[config.mk]
export PLATFORM = sky130hd
export DESIGN_NAME = recon_dma_ctrl
export DESIGN_NICKNAME = d
export VERILOG_FILES = /design/src/rtl/recon_dma_ctrl.sv
export SDC_FILE = /design/constraint.sdc
export NUM_CORES = 1
export LEC_CHECK = 0
export CAP_MARGIN = 30
export CORE_AREA = 3 3 502 504
export CTS_CLUSTER_DIAMETER = 80
export CTS_CLUSTER_SIZE = 12
export DETAILED_ROUTE_END_ITERATION = 10
export DIE_AREA = 0 0 505 507
export SLEW_MARGIN = 20
export SYNTH_ARGS = -nofsm -noshare
export SYNTH_HDL_FRONTEND = slang
export SYNTH_SLANG_ARGS = --single-unit
[constraint.sdc]
create_clock -name clk -period 24 [get_ports clk]
set_input_delay 4.8 -clock clk [delete_from_list [all_inputs] [get_ports clk]]
set_output_delay 4.8 -clock clk [all_outputs]
set_load 0.02 [all_outputs]
[src/rtl/recon_dma_ctrl.sv]
// recon_dma_ctrl
// Parses a recon header from the first beat of an ingress AXI-Stream frame and
// issues either a DMA write or a DMA read descriptor. For writes, the payload
// following the header is realigned to byte 0 and forwarded on m_axis. The
// payload is clipped to the header length. Any length disagreement is reported
// on stat_frame_err.
//
// Ports:
//   clk, rst                 clock, asynchronous active-high reset
//   s_axis_*                 ingress frames (header in beat 0 at HDR_OFFSET)
//   m_axis_write_desc_*      DMA write descriptor (addr/len/tag, valid/ready)
//   m_axis_read_desc_*       DMA read descriptor (addr/len/tag, valid/ready)
//   m_axis_t*                realigned write payload, registered output
//   stat_frame_ok/_err       one-cycle pulses per completed / failed frame
module recon_dma_ctrl #(
    parameter int          DATA_WIDTH = 512,
    parameter int          KEEP_WIDTH = DATA_WIDTH / 8,
    parameter int          ADDR_WIDTH = 34,
    parameter int          LEN_WIDTH  = 20,
    parameter int          TAG_WIDTH  = 8,
    parameter int          HDR_OFFSET = 46,
    parameter logic [15:0] MAGIC      = 16'hF0E1
) (
    input  logic                  clk,
    input  logic                  rst,

    input  logic [DATA_WIDTH-1:0] s_axis_tdata,
    input  logic [KEEP_WIDTH-1:0] s_axis_tkeep,
    input  logic                  s_axis_tvalid,
    input  logic                  s_axis_tlast,
    output logic                  s_axis_tready,

    output logic [ADDR_WIDTH-1:0] m_axis_write_desc_addr,
    output logic [LEN_WIDTH-1:0]  m_axis_write_desc_len,
    output logic [TAG_WIDTH-1:0]  m_axis_write_desc_tag,
    output logic                  m_axis_write_desc_valid,
    input  logic                  m_axis_write_desc_ready,

    output logic [ADDR_WIDTH-1:0] m_axis_read_desc_addr,
    output logic [LEN_WIDTH-1:0]  m_axis_read_desc_len,
    output logic [TAG_WIDTH-1:0]  m_axis_read_desc_tag,
    output logic                  m_axis_read_desc_valid,
    input  logic                  m_axis_read_desc_ready,

    output logic [DATA_WIDTH-1:0] m_axis_tdata,
    output logic [KEEP_WIDTH-1:0] m_axis_tkeep,
    output logic                  m_axis_tvalid,
    output logic                  m_axis_tlast,
    input  logic                  m_axis_tready,

    output logic                  stat_frame_ok,
    output logic                  stat_frame_err
);

    // First payload byte in beat 0, and how many payload bytes beat 0 carries.
    localparam int S_BYTES   = HDR_OFFSET + 16;
    localparam int RES_BYTES = KEEP_WIDTH - S_BYTES;
    localparam int CNT_W     = $clog2(KEEP_WIDTH + 1);

    typedef enum logic [2:0] {IDLE, DESC, DATA, FLUSH, DRAIN} state_t;

    state_t                state_q, state_d;
    logic                  is_read_q, is_read_d;
    logic                  first_last_q, first_last_d;
    logic [ADDR_WIDTH-1:0] addr_q, addr_d;
    logic [LEN_WIDTH-1:0]  len_q, len_d;
    logic [LEN_WIDTH-1:0]  rem_q, rem_d;
    logic [TAG_WIDTH-1:0]  tag_q, tag_d;
    logic                  wr_valid_q, wr_valid_d;
    logic                  rd_valid_q, rd_valid_d;
    logic [DATA_WIDTH-1:0] res_data_q, res_data_d;
    logic [KEEP_WIDTH-1:0] res_keep_q, res_keep_d;
    logic [DATA_WIDTH-1:0] out_data_q, out_data_d;
    logic [KEEP_WIDTH-1:0] out_keep_q, out_keep_d;
    logic                  out_valid_q, out_valid_d;
    logic                  out_last_q, out_last_d;
    logic                  stat_ok_q, stat_ok_d;
    logic                  stat_err_q, stat_err_d;
    logic                  s_ready_c;

    function automatic logic [CNT_W-1:0] popcount(input logic [KEEP_WIDTH-1:0] k);
        logic [CNT_W-1:0] c;
        c = '0;
        for (int i = 0; i < KEEP_WIDTH; i++) c = c + CNT_W'(k[i]);
        return c;
    endfunction

    // tkeep covering exactly the lowest n bytes of a beat.
    function automatic logic [KEEP_WIDTH-1:0] low_mask(input logic [LEN_WIDTH-1:0] n);
        logic [KEEP_WIDTH-1:0] m;
        m = '0;
        for (int i = 0; i < KEEP_WIDTH; i++) m[i] = (64'(i) < 64'(n));
        return m;
    endfunction

    // Header fields as seen on the current input beat.
    logic [15:0]           hdr_magic;
    logic [1:0]            hdr_func;
    logic [LEN_WIDTH-1:0]  hdr_len;
    logic [ADDR_WIDTH-1:0] hdr_addr;

    assign hdr_magic = s_axis_tdata[HDR_OFFSET*8 +: 16];
    assign hdr_func  = s_axis_tdata[(HDR_OFFSET+2)*8 +: 2];
    assign hdr_len   = s_axis_tdata[(HDR_OFFSET+4)*8 +: LEN_WIDTH];
    assign hdr_addr  = s_axis_tdata[(HDR_OFFSET+8)*8 +: ADDR_WIDTH];

    // Realignment: residual bytes sit low, the low S bytes of the incoming
    // beat fill the rest; the bytes from S upward become the next residual.
    logic [DATA_WIDTH-1:0] raw_data, nres_data;
    logic [KEEP_WIDTH-1:0] raw_keep, nres_keep, rem_mask;
    logic [CNT_W-1:0]      raw_cnt, nres_cnt, res_cnt;
    logic                  out_slot;

    assign raw_data  = res_data_q | (s_axis_tdata << (RES_BYTES * 8));
    assign raw_keep  = res_keep_q | (s_axis_tkeep << RES_BYTES);
    assign nres_data = s_axis_tdata >> (S_BYTES * 8);
    assign nres_keep = s_axis_tkeep >> S_BYTES;
    assign raw_cnt   = popcount(raw_keep);
    assign nres_cnt  = popcount(nres_keep);
    assign res_cnt   = popcount(res_keep_q);
    assign rem_mask  = low_mask(rem_q);
    assign out_slot  = !out_valid_q || m_axis_tready;

    // State and datapath registers; everything returns to idle/zero on reset.
    always_ff @(posedge clk or posedge rst) begin
        if (rst) begin
            state_q      <= IDLE;
            is_read_q    <= 1'b0;
            first_last_q <= 1'b0;
            addr_q       <= '0;
            len_q        <= '0;
            rem_q        <= '0;
            tag_q        <= '0;
            wr_valid_q   <= 1'b0;
            rd_valid_q   <= 1'b0;
            res_data_q   <= '0;
            res_keep_q   <= '0;
            out_data_q   <= '0;
            out_keep_q   <= '0;
            out_valid_q  <= 1'b0;
            out_last_q   <= 1'b0;
            stat_ok_q    <= 1'b0;
            stat_err_q   <= 1'b0;
        end else begin
            state_q      <= state_d;
            is_read_q    <= is_read_d;
            first_last_q <= first_last_d;
            addr_q       <= addr_d;
            len_q        <= len_d;
            rem_q        <= rem_d;
            tag_q        <= tag_d;
            wr_valid_q   <= wr_valid_d;
            rd_valid_q   <= rd_valid_d;
            res_data_q   <= res_data_d;
            res_keep_q   <= res_keep_d;
            out_data_q   <= out_data_d;
            out_keep_q   <= out_keep_d;
            out_valid_q  <= out_valid_d;
            out_last_q   <= out_last_d;
            stat_ok_q    <= stat_ok_d;
            stat_err_q   <= stat_err_d;
        end
    end

    // Next-state, descriptor handshake, realignment and status decisions.
    always_comb begin
        state_d      = state_q;
        is_read_d    = is_read_q;
        first_last_d = first_last_q;
        addr_d       = addr_q;
        len_d        = len_q;
        rem_d        = rem_q;
        tag_d        = tag_q;
        wr_valid_d   = wr_valid_q;
        rd_valid_d   = rd_valid_q;
        res_data_d   = res_data_q;
        res_keep_d   = res_keep_q;
        out_data_d   = out_data_q;
        out_keep_d   = out_keep_q;
        out_valid_d  = out_valid_q;
        out_last_d   = out_last_q;
        stat_ok_d    = 1'b0;
        stat_err_d   = 1'b0;
        s_ready_c    = 1'b0;

        if (out_valid_q && m_axis_tready) begin
            out_valid_d = 1'b0;
            out_last_d  = 1'b0;
        end

        case (state_q)
            IDLE: begin
                s_ready_c = 1'b1;
                if (s_axis_tvalid) begin
                    if (hdr_magic != MAGIC) begin
                        // Foreign frame: skip silently. A single-beat frame is
                        // already complete, so only multi-beat frames drain.
                        if (!s_axis_tlast) state_d = DRAIN;
                    end else if (hdr_len == '0 || hdr_func[1]) begin
                        stat_err_d = 1'b1;
                        if (!s_axis_tlast) state_d = DRAIN;
                    end else begin
                        is_read_d    = hdr_func[0];
                        addr_d       = hdr_addr;
                        len_d        = hdr_len;
                        rem_d        = hdr_len;
                        first_last_d = s_axis_tlast;
                        res_data_d   = nres_data;
                        res_keep_d   = nres_keep;
                        wr_valid_d   = !hdr_func[0];
                        rd_valid_d   = hdr_func[0];
                        state_d      = DESC;
                    end
                end
            end

            DESC: begin
                if ((wr_valid_q && m_axis_write_desc_ready) ||
                    (rd_valid_q && m_axis_read_desc_ready)) begin
                    wr_valid_d = 1'b0;
                    rd_valid_d = 1'b0;
                    tag_d      = tag_q + TAG_WIDTH'(1);
                    if (is_read_q) begin
                        if (first_last_q) begin
                            stat_ok_d = 1'b1;
                            state_d   = IDLE;
                        end else begin
                            stat_err_d = 1'b1;
                            state_d    = DRAIN;
                        end
                    end else begin
                        // A write whose header beat was also the last beat
                        // has only the residual left to send.
                        state_d = first_last_q ? FLUSH : DATA;
                    end
                end
            end

            DATA: begin
                s_ready_c = out_slot;
                if (s_axis_tvalid && out_slot) begin
                    out_valid_d = 1'b1;
                    out_data_d  = raw_data;
                    res_data_d  = nres_data;
                    res_keep_d  = nres_keep;
                    if (64'(raw_cnt) >= 64'(rem_q)) begin
                        out_keep_d = rem_mask;
                        out_last_d = 1'b1;
                        rem_d      = '0;
                        if (!s_axis_tlast) begin
                            stat_err_d = 1'b1;
                            state_d    = DRAIN;
                        end else begin
                            // Ending together is only a match when no payload
                            // byte was clipped off, here or in the residual.
                            if (64'(raw_cnt) == 64'(rem_q) && nres_cnt == '0) begin
                                stat_ok_d = 1'b1;
                            end else begin
                                stat_err_d = 1'b1;
                            end
                            state_d = IDLE;
                        end
                    end else begin
                        out_keep_d = raw_keep;
                        out_last_d = 1'b0;
                        rem_d      = rem_q - LEN_WIDTH'(raw_cnt);
                        if (s_axis_tlast) begin
                            if (nres_cnt != '0) begin
                                state_d = FLUSH;
                            end else begin
                                out_last_d = 1'b1;
                                stat_err_d = 1'b1;
                                state_d    = IDLE;
                            end
                        end
                    end
                end
            end

            FLUSH: begin
                // Input is held off here so the next frame's header beat is
                // not taken before this frame's last beat is out.
                if (out_slot) begin
                    out_valid_d = 1'b1;
                    out_data_d  = res_data_q;
                    out_last_d  = 1'b1;
                    out_keep_d  = (64'(res_cnt) >= 64'(rem_q)) ? rem_mask : res_keep_q;
                    if (64'(res_cnt) == 64'(rem_q)) begin
                        stat_ok_d = 1'b1;
                    end else begin
                        stat_err_d = 1'b1;
                    end
                    rem_d      = '0;
                    res_data_d = '0;
                    res_keep_d = '0;
                    state_d    = IDLE;
                end
            end

            DRAIN: begin
                s_ready_c = 1'b1;
                if (s_axis_tvalid && s_axis_tlast) state_d = IDLE;
            end

            default: state_d = IDLE;
        endcase
    end

    assign s_axis_tready           = s_ready_c & ~rst;

    assign m_axis_write_desc_addr  = addr_q;
    assign m_axis_write_desc_len   = len_q;
    assign m_axis_write_desc_tag   = tag_q;
    assign m_axis_write_desc_valid = wr_valid_q;

    assign m_axis_read_desc_addr   = addr_q;
    assign m_axis_read_desc_len    = len_q;
    assign m_axis_read_desc_tag    = tag_q;
    assign m_axis_read_desc_valid  = rd_valid_q;

    assign m_axis_tdata            = out_data_q;
    assign m_axis_tkeep            = out_keep_q;
    assign m_axis_tvalid           = out_valid_q;
    assign m_axis_tlast            = out_last_q;

    assign stat_frame_ok           = stat_ok_q;
    assign stat_frame_err          = stat_err_q;

endmodule

* Yosys cells after proc, flatten, opt, wreduce, memory -nomap -nowiden
Cells that the tools add are included.
** Word-level totals
- Output and inout port bits :: 707
- Input bits :: 583
- Flip-flop bits (word level) :: 1245
- Word-level logic and storage cells :: 345
** Cells by class
- $lt $le $gt $ge :: 66
- Add/sub/neg operators :: 129
- Reduce and logical (&&, ||, !) cells :: 25
- Bitwise logic cells :: 6
- Mux-type cells :: 87
- Equality and inequality tests :: 15
** Operator list (number)
- two-way mux 512 bit :: 7
- case mux 512 bit (3 select lines) :: 1
- case mux 512 bit (2 select lines) :: 1
- adder 7 x 1 -> 7 bit :: 114
- less-than comparator 6 x 20 -> 1 bit (first input constant) :: 32
- two-way mux 64 bit :: 9
- bitwise OR 512 bit :: 1
- less-than comparator 5 x 20 -> 1 bit (first input constant) :: 16
- case mux 64 bit (3 select lines) :: 1
- less-than comparator 4 x 20 -> 1 bit (first input constant) :: 8
- case mux 64 bit (2 select lines) :: 1
- two-way mux 20 bit :: 6
- less-than comparator 3 x 20 -> 1 bit (first input constant) :: 4
- bitwise OR 64 bit :: 1
- case mux 20 bit (3 select lines) :: 1
- == test 7 x 20 -> 1 bit :: 2
- greater-or-equal comparator 7 x 20 -> 1 bit :: 2
- less-than comparator 1 x 20 -> 1 bit (first input constant) :: 2
- less-than comparator 2 x 20 -> 1 bit (first input constant) :: 2
- two-way mux 3 bit :: 13
- two-way mux 1 bit :: 38
- zero test 20 bit :: 1
- subtractor 20 x 7 -> 20 bit :: 1
- inequality test 16 bit (second input constant) :: 1
- other kinds (33) :: 63

* Depth between registers and ports, before layout
- Depth after elaboration :: 71
- Gate-level depth with buffers :: 30
- Gate-level depth less buffers :: 27

* Worst setup path after synthesis
OpenSTA, ideal clock, no wires.
- Path kind :: input -> output
- Start point :: input port rst
- End point :: output port s_axis_tready
- Setup slack :: -1393 ps
- Buffers on the path :: 0
- Required time :: 19200 ps
- Cell stages on the path :: 2
- Arrival :: 20593 ps
- Path through :: inv_1 > and3_1
** On the way
- Cells in the longest elaborated chain, start to end :: 2
** RTL lines
- start, declared :: RTL line 25 : input logic rst,
- NOT 1 bit :: RTL line 309 : assign s_axis_tready = s_ready_c & ~rst;
- bitwise AND 1 bit :: RTL line 309
- end, declared :: RTL line 31 : output logic s_axis_tready,
Every way passes these cells.

* Final worst setup path
- Start point :: input port s_axis_tkeep[35]
- End point :: register out_keep_q[41] (netlist: m_axis_tkeep[41])
** On the way
- Cells in the longest elaborated chain, start to end :: 32
** RTL lines
- start, declared :: RTL line 28 : input logic [KEEP_WIDTH-1:0] s_axis_tkeep,
- bitwise OR 64 bit :: RTL line 115 : assign raw_keep = res_keep_q | (s_axis_tkeep << RES_BYTES);
- adder 7 x 1 -> 7 bit (27 in series) :: RTL line 84 : for (int i = 0; i < KEEP_WIDTH; i++) c = c + CNT_W'(k[i]);
- greater-or-equal comparator 7 x 20 -> 1 bit :: RTL line 246 : if (64'(raw_cnt) >= 64'(rem_q)) begin
- two-way mux 64 bit :: RTL line 246
- two-way mux 64 bit :: RTL line 241 : if (s_axis_tvalid && out_slot) begin
- case mux 64 bit (2 select lines) :: RTL line 191 : case (state_q)
- end signal, assigned :: RTL line 157 : out_keep_q <= out_keep_d;
- end, declared :: RTL line 74 : logic [KEEP_WIDTH-1:0] out_keep_q, out_keep_d;
Every way passes these cells. The select of a mux whose other input is x is not followed.
A chain may end at the register's enable or synchronous reset.

==> flow_summary.toml <==
[placed_design]
gp_congestion = 0.948
dp.cells = 6750
pre_cts_ws_ns = 10.33
dp_hpwl_um = 207000
port_buffers = 1289
post_dp_cell_area_um2 = 45100

[power_and_ir_drop]
power_density_nw_per_um2 = 196
comb_power_share = 0.654
ir_drop_uv = 433
power.internal_mw = 4.83
p_total_mw = 9.40
switching_share = 0.486
pwr-share-seq = 0.216
p_leak_nw = 19.8
switching_power_mw = 4.57
p_clk_frac = 0.131

[synth]
yosysWarnings = 0
synth-edff-count = 0
avgSynthCellArea_um2 = 12.4
synthArstFlopShare = 1.00
synth.distinct_cells = 71
syn_inst = 2321
synth-main-ff-cell = "dfrtp_1"
synth-seq-cells = 687
syn_nets = 2985
synth_seq_area_share = 0.597
synth_area_um2 = 28800

[timing]
slew_viol_final = 0
fmax_mhz = 77.6
period_minus_slack_ns = 12.89
slew_headroom = 0.323
finalSetupTns_ns = 0
rsz0062_at_grt = "no"
worst_slack_ns = 11.11
hold_viol_final = 0
hold_slack_ns = 0.470
setup_viol = 0
tightest_slew_ns = 1.02
finalCritPeriodShare = 0.537
fin_skew_ns = 0.0338

[cts]
cts_sinks = 687
path_clk_slew_ns = 0.06
htree_levels = 3
clock_tree.buffer_depth = 3
cts-root-buf = "clkbuf_16"
cts_hold_buf = 0
cts_tree = "built"
post_cts_resized = 0
clk_latency_ns = 0.71
cts_made_buffers = 81
cts_setup_buffers = 0

[grt]
grt_max_degree = 152
antenna_found_initial = 262
gr-total-overflow = 0
grtUsageTotal = 0.182
grt_pass1_vias = 26280
grt_pass1_wl_um = 304000

[layout]
layout.nets = 4172
layout_commonest_cell = "clkdlybuf4s50_1"
area_growth_pct = 66.0
fin_area_um2 = 47800
stdcell_count = 6916
fill_cells = 27168
finish.utilization = 0.193
drive_above_1_share = 0.0570
mostFrequentLayoutCells = "1289 x clkdlybuf4s50_1, 687 x dfrtp_1, 503 x a22o_1, 179 x nand2_1, 109 x inv_1"

[route]
drt-total-wl_um = 242000
drtIter0Drc = 2365
drt_pass1_iterations = 5
via_count = 26532
drc_errors = 0
ant_nets = 0
avgRoutedWirePerCell_um = 35.1
avgViaCountPerCell = 3.84

[critical_path]
slowest_stage = "nor3_2"
critPathBufInv = 8
cp.arrival_ns = 13.51
crit_required_ns = 24.63
slowest_delay_ns = 0.71
end_kind = "flop"
cp.depth = 29
start_kind = "primary input"
rr_worst_depth = 29
critPathTopFamily = "adder cells"
critPathKind = "in -> reg"
cp_max_fo = 21
cpMostUsedCell = "fa_1"

[worst_hold_path]
min_path_type = "reg -> reg"
hold_depth = 2

[floorplan]
chipHeight_um = 507
ioPinCount = 1290
fp-row-count = 183
die_w_um = 505
initial_utilization = 0.116
core-area_um2 = 248000
die-area_um2 = 256000

[status]
status = "finished clean"

[job]
drv_cap = 0
==> kinds of logic (layout without fill, tap and decap cells) <==
group	Yosys count	after routing	share of synthesized area
DFF	687	687	0.597
muxes	58	58	0.0226
buffers and inverters	347	1570	0.0572
AOI/OAI and AO/OA	757	757	0.210
and+or+nand+nor	376	376	0.0597
xor gates and xnor gates	15	15	0.00456
adders and majority gates	81	81	0.0495
other	0	42	0
==> state kept, by name (all words and copies together) (netlist names), 2 cells and up <==
register	cells
m_axis_tdata	512
m_axis_tkeep	64
m_axis_read_desc_addr	34
m_axis_read_desc_len	20
rem_q	20
res_data_q	16
m_axis_read_desc_tag	8
state_q	3
res_keep_q	2
==> layout make-up <==
cell class	count	area, um^2	area share
tap	3330	4170	0.0871
clock buffer	91	2160	0.0451
sequential	687	17200	0.359
inverter	110	417	0.00871
antenna	42	105	0.00220
clock inverter	28	309	0.00646
multi-input combinational	1287	10000	0.209
timing repair buffer	1341	13500	0.282
==> tightest hold or removal path: cells and delay by family (launching register included) <==
family        cells  cell delay [ns]
flops             1             0.34
simple gates      2             0.10
==> path summary, 6_finish.rpt <==
kind	end	start	slack, ns
setup / recovery	m_axis_tkeep[41]	s_axis_tkeep[35]	11.11
min in group asynchronous	m_axis_tdata[59]	rst	4.73
hold / removal	m_axis_tdata[14]	res_data_q[14]	0.47
hold reg to reg	m_axis_tdata[14]	res_data_q[14]	0.47
setup reg to reg	m_axis_tkeep[41]	res_keep_q[1]	15.39
max in group asynchronous	m_axis_tdata[214]	rst	15.79
==> power groups by stage <==
stage               clock network (mW)  logic, mW  registers, mW
floorplan                            0       3.28           2.44
global route                      1.32       6.70           2.08
finish                            1.23       6.14           2.03
CTS                               1.29       6.24           2.02
detailed placement                   0       6.20           2.03
global placement                     0       6.24           2.03
==> cell usage after synthesis, drive strengths merged (3+ instances only) <==
cell type	n	area [um^2]
dfrtp	687	17200
nor2	99	379
inv	110	413
o31ai	8	60.1
a211oi	7	52.6
fa	55	1100
or3	5	31.3
buf	140	871
mux2	57	642
nand3	14	70.1
o2111ai	4	35.0
nor4	13	118
nor2b	3	18.8
a31oi	32	200
nand2b	5	31.3
nor3	21	131
o22a	5	43.8
a22o	503	4410
a21o	8	60.1
o41ai	4	35.0
o21ai	81	405
xnor2	9	78.8
and2	3	18.8
clkbuf	97	364
or4	3	26.3
o221ai	4	35.0
o211ai	7	52.6
nand4	9	62.6
and3	3	18.8
a21oi	41	205
nor4b	3	26.3
o2bb2ai	9	78.8
xor2	6	52.6
o21a	3	22.5
or2	9	56.3
a32oi	4	35.0
a22oi	12	90.1
nand2	179	672
a221oi	9	97.6
ha	26	325
o22ai	4	25.0
==> per-layer routing <==
layer | global-route usage | wire [um]
met1 | 0.215 | 95900
met2 | 0.284 | 107000
met3 | 0.107 | 31600
met4 | 0.0397 | 6790
met5 | 0 | 1030
Note: power is estimated with default switching activity, not from simulation.
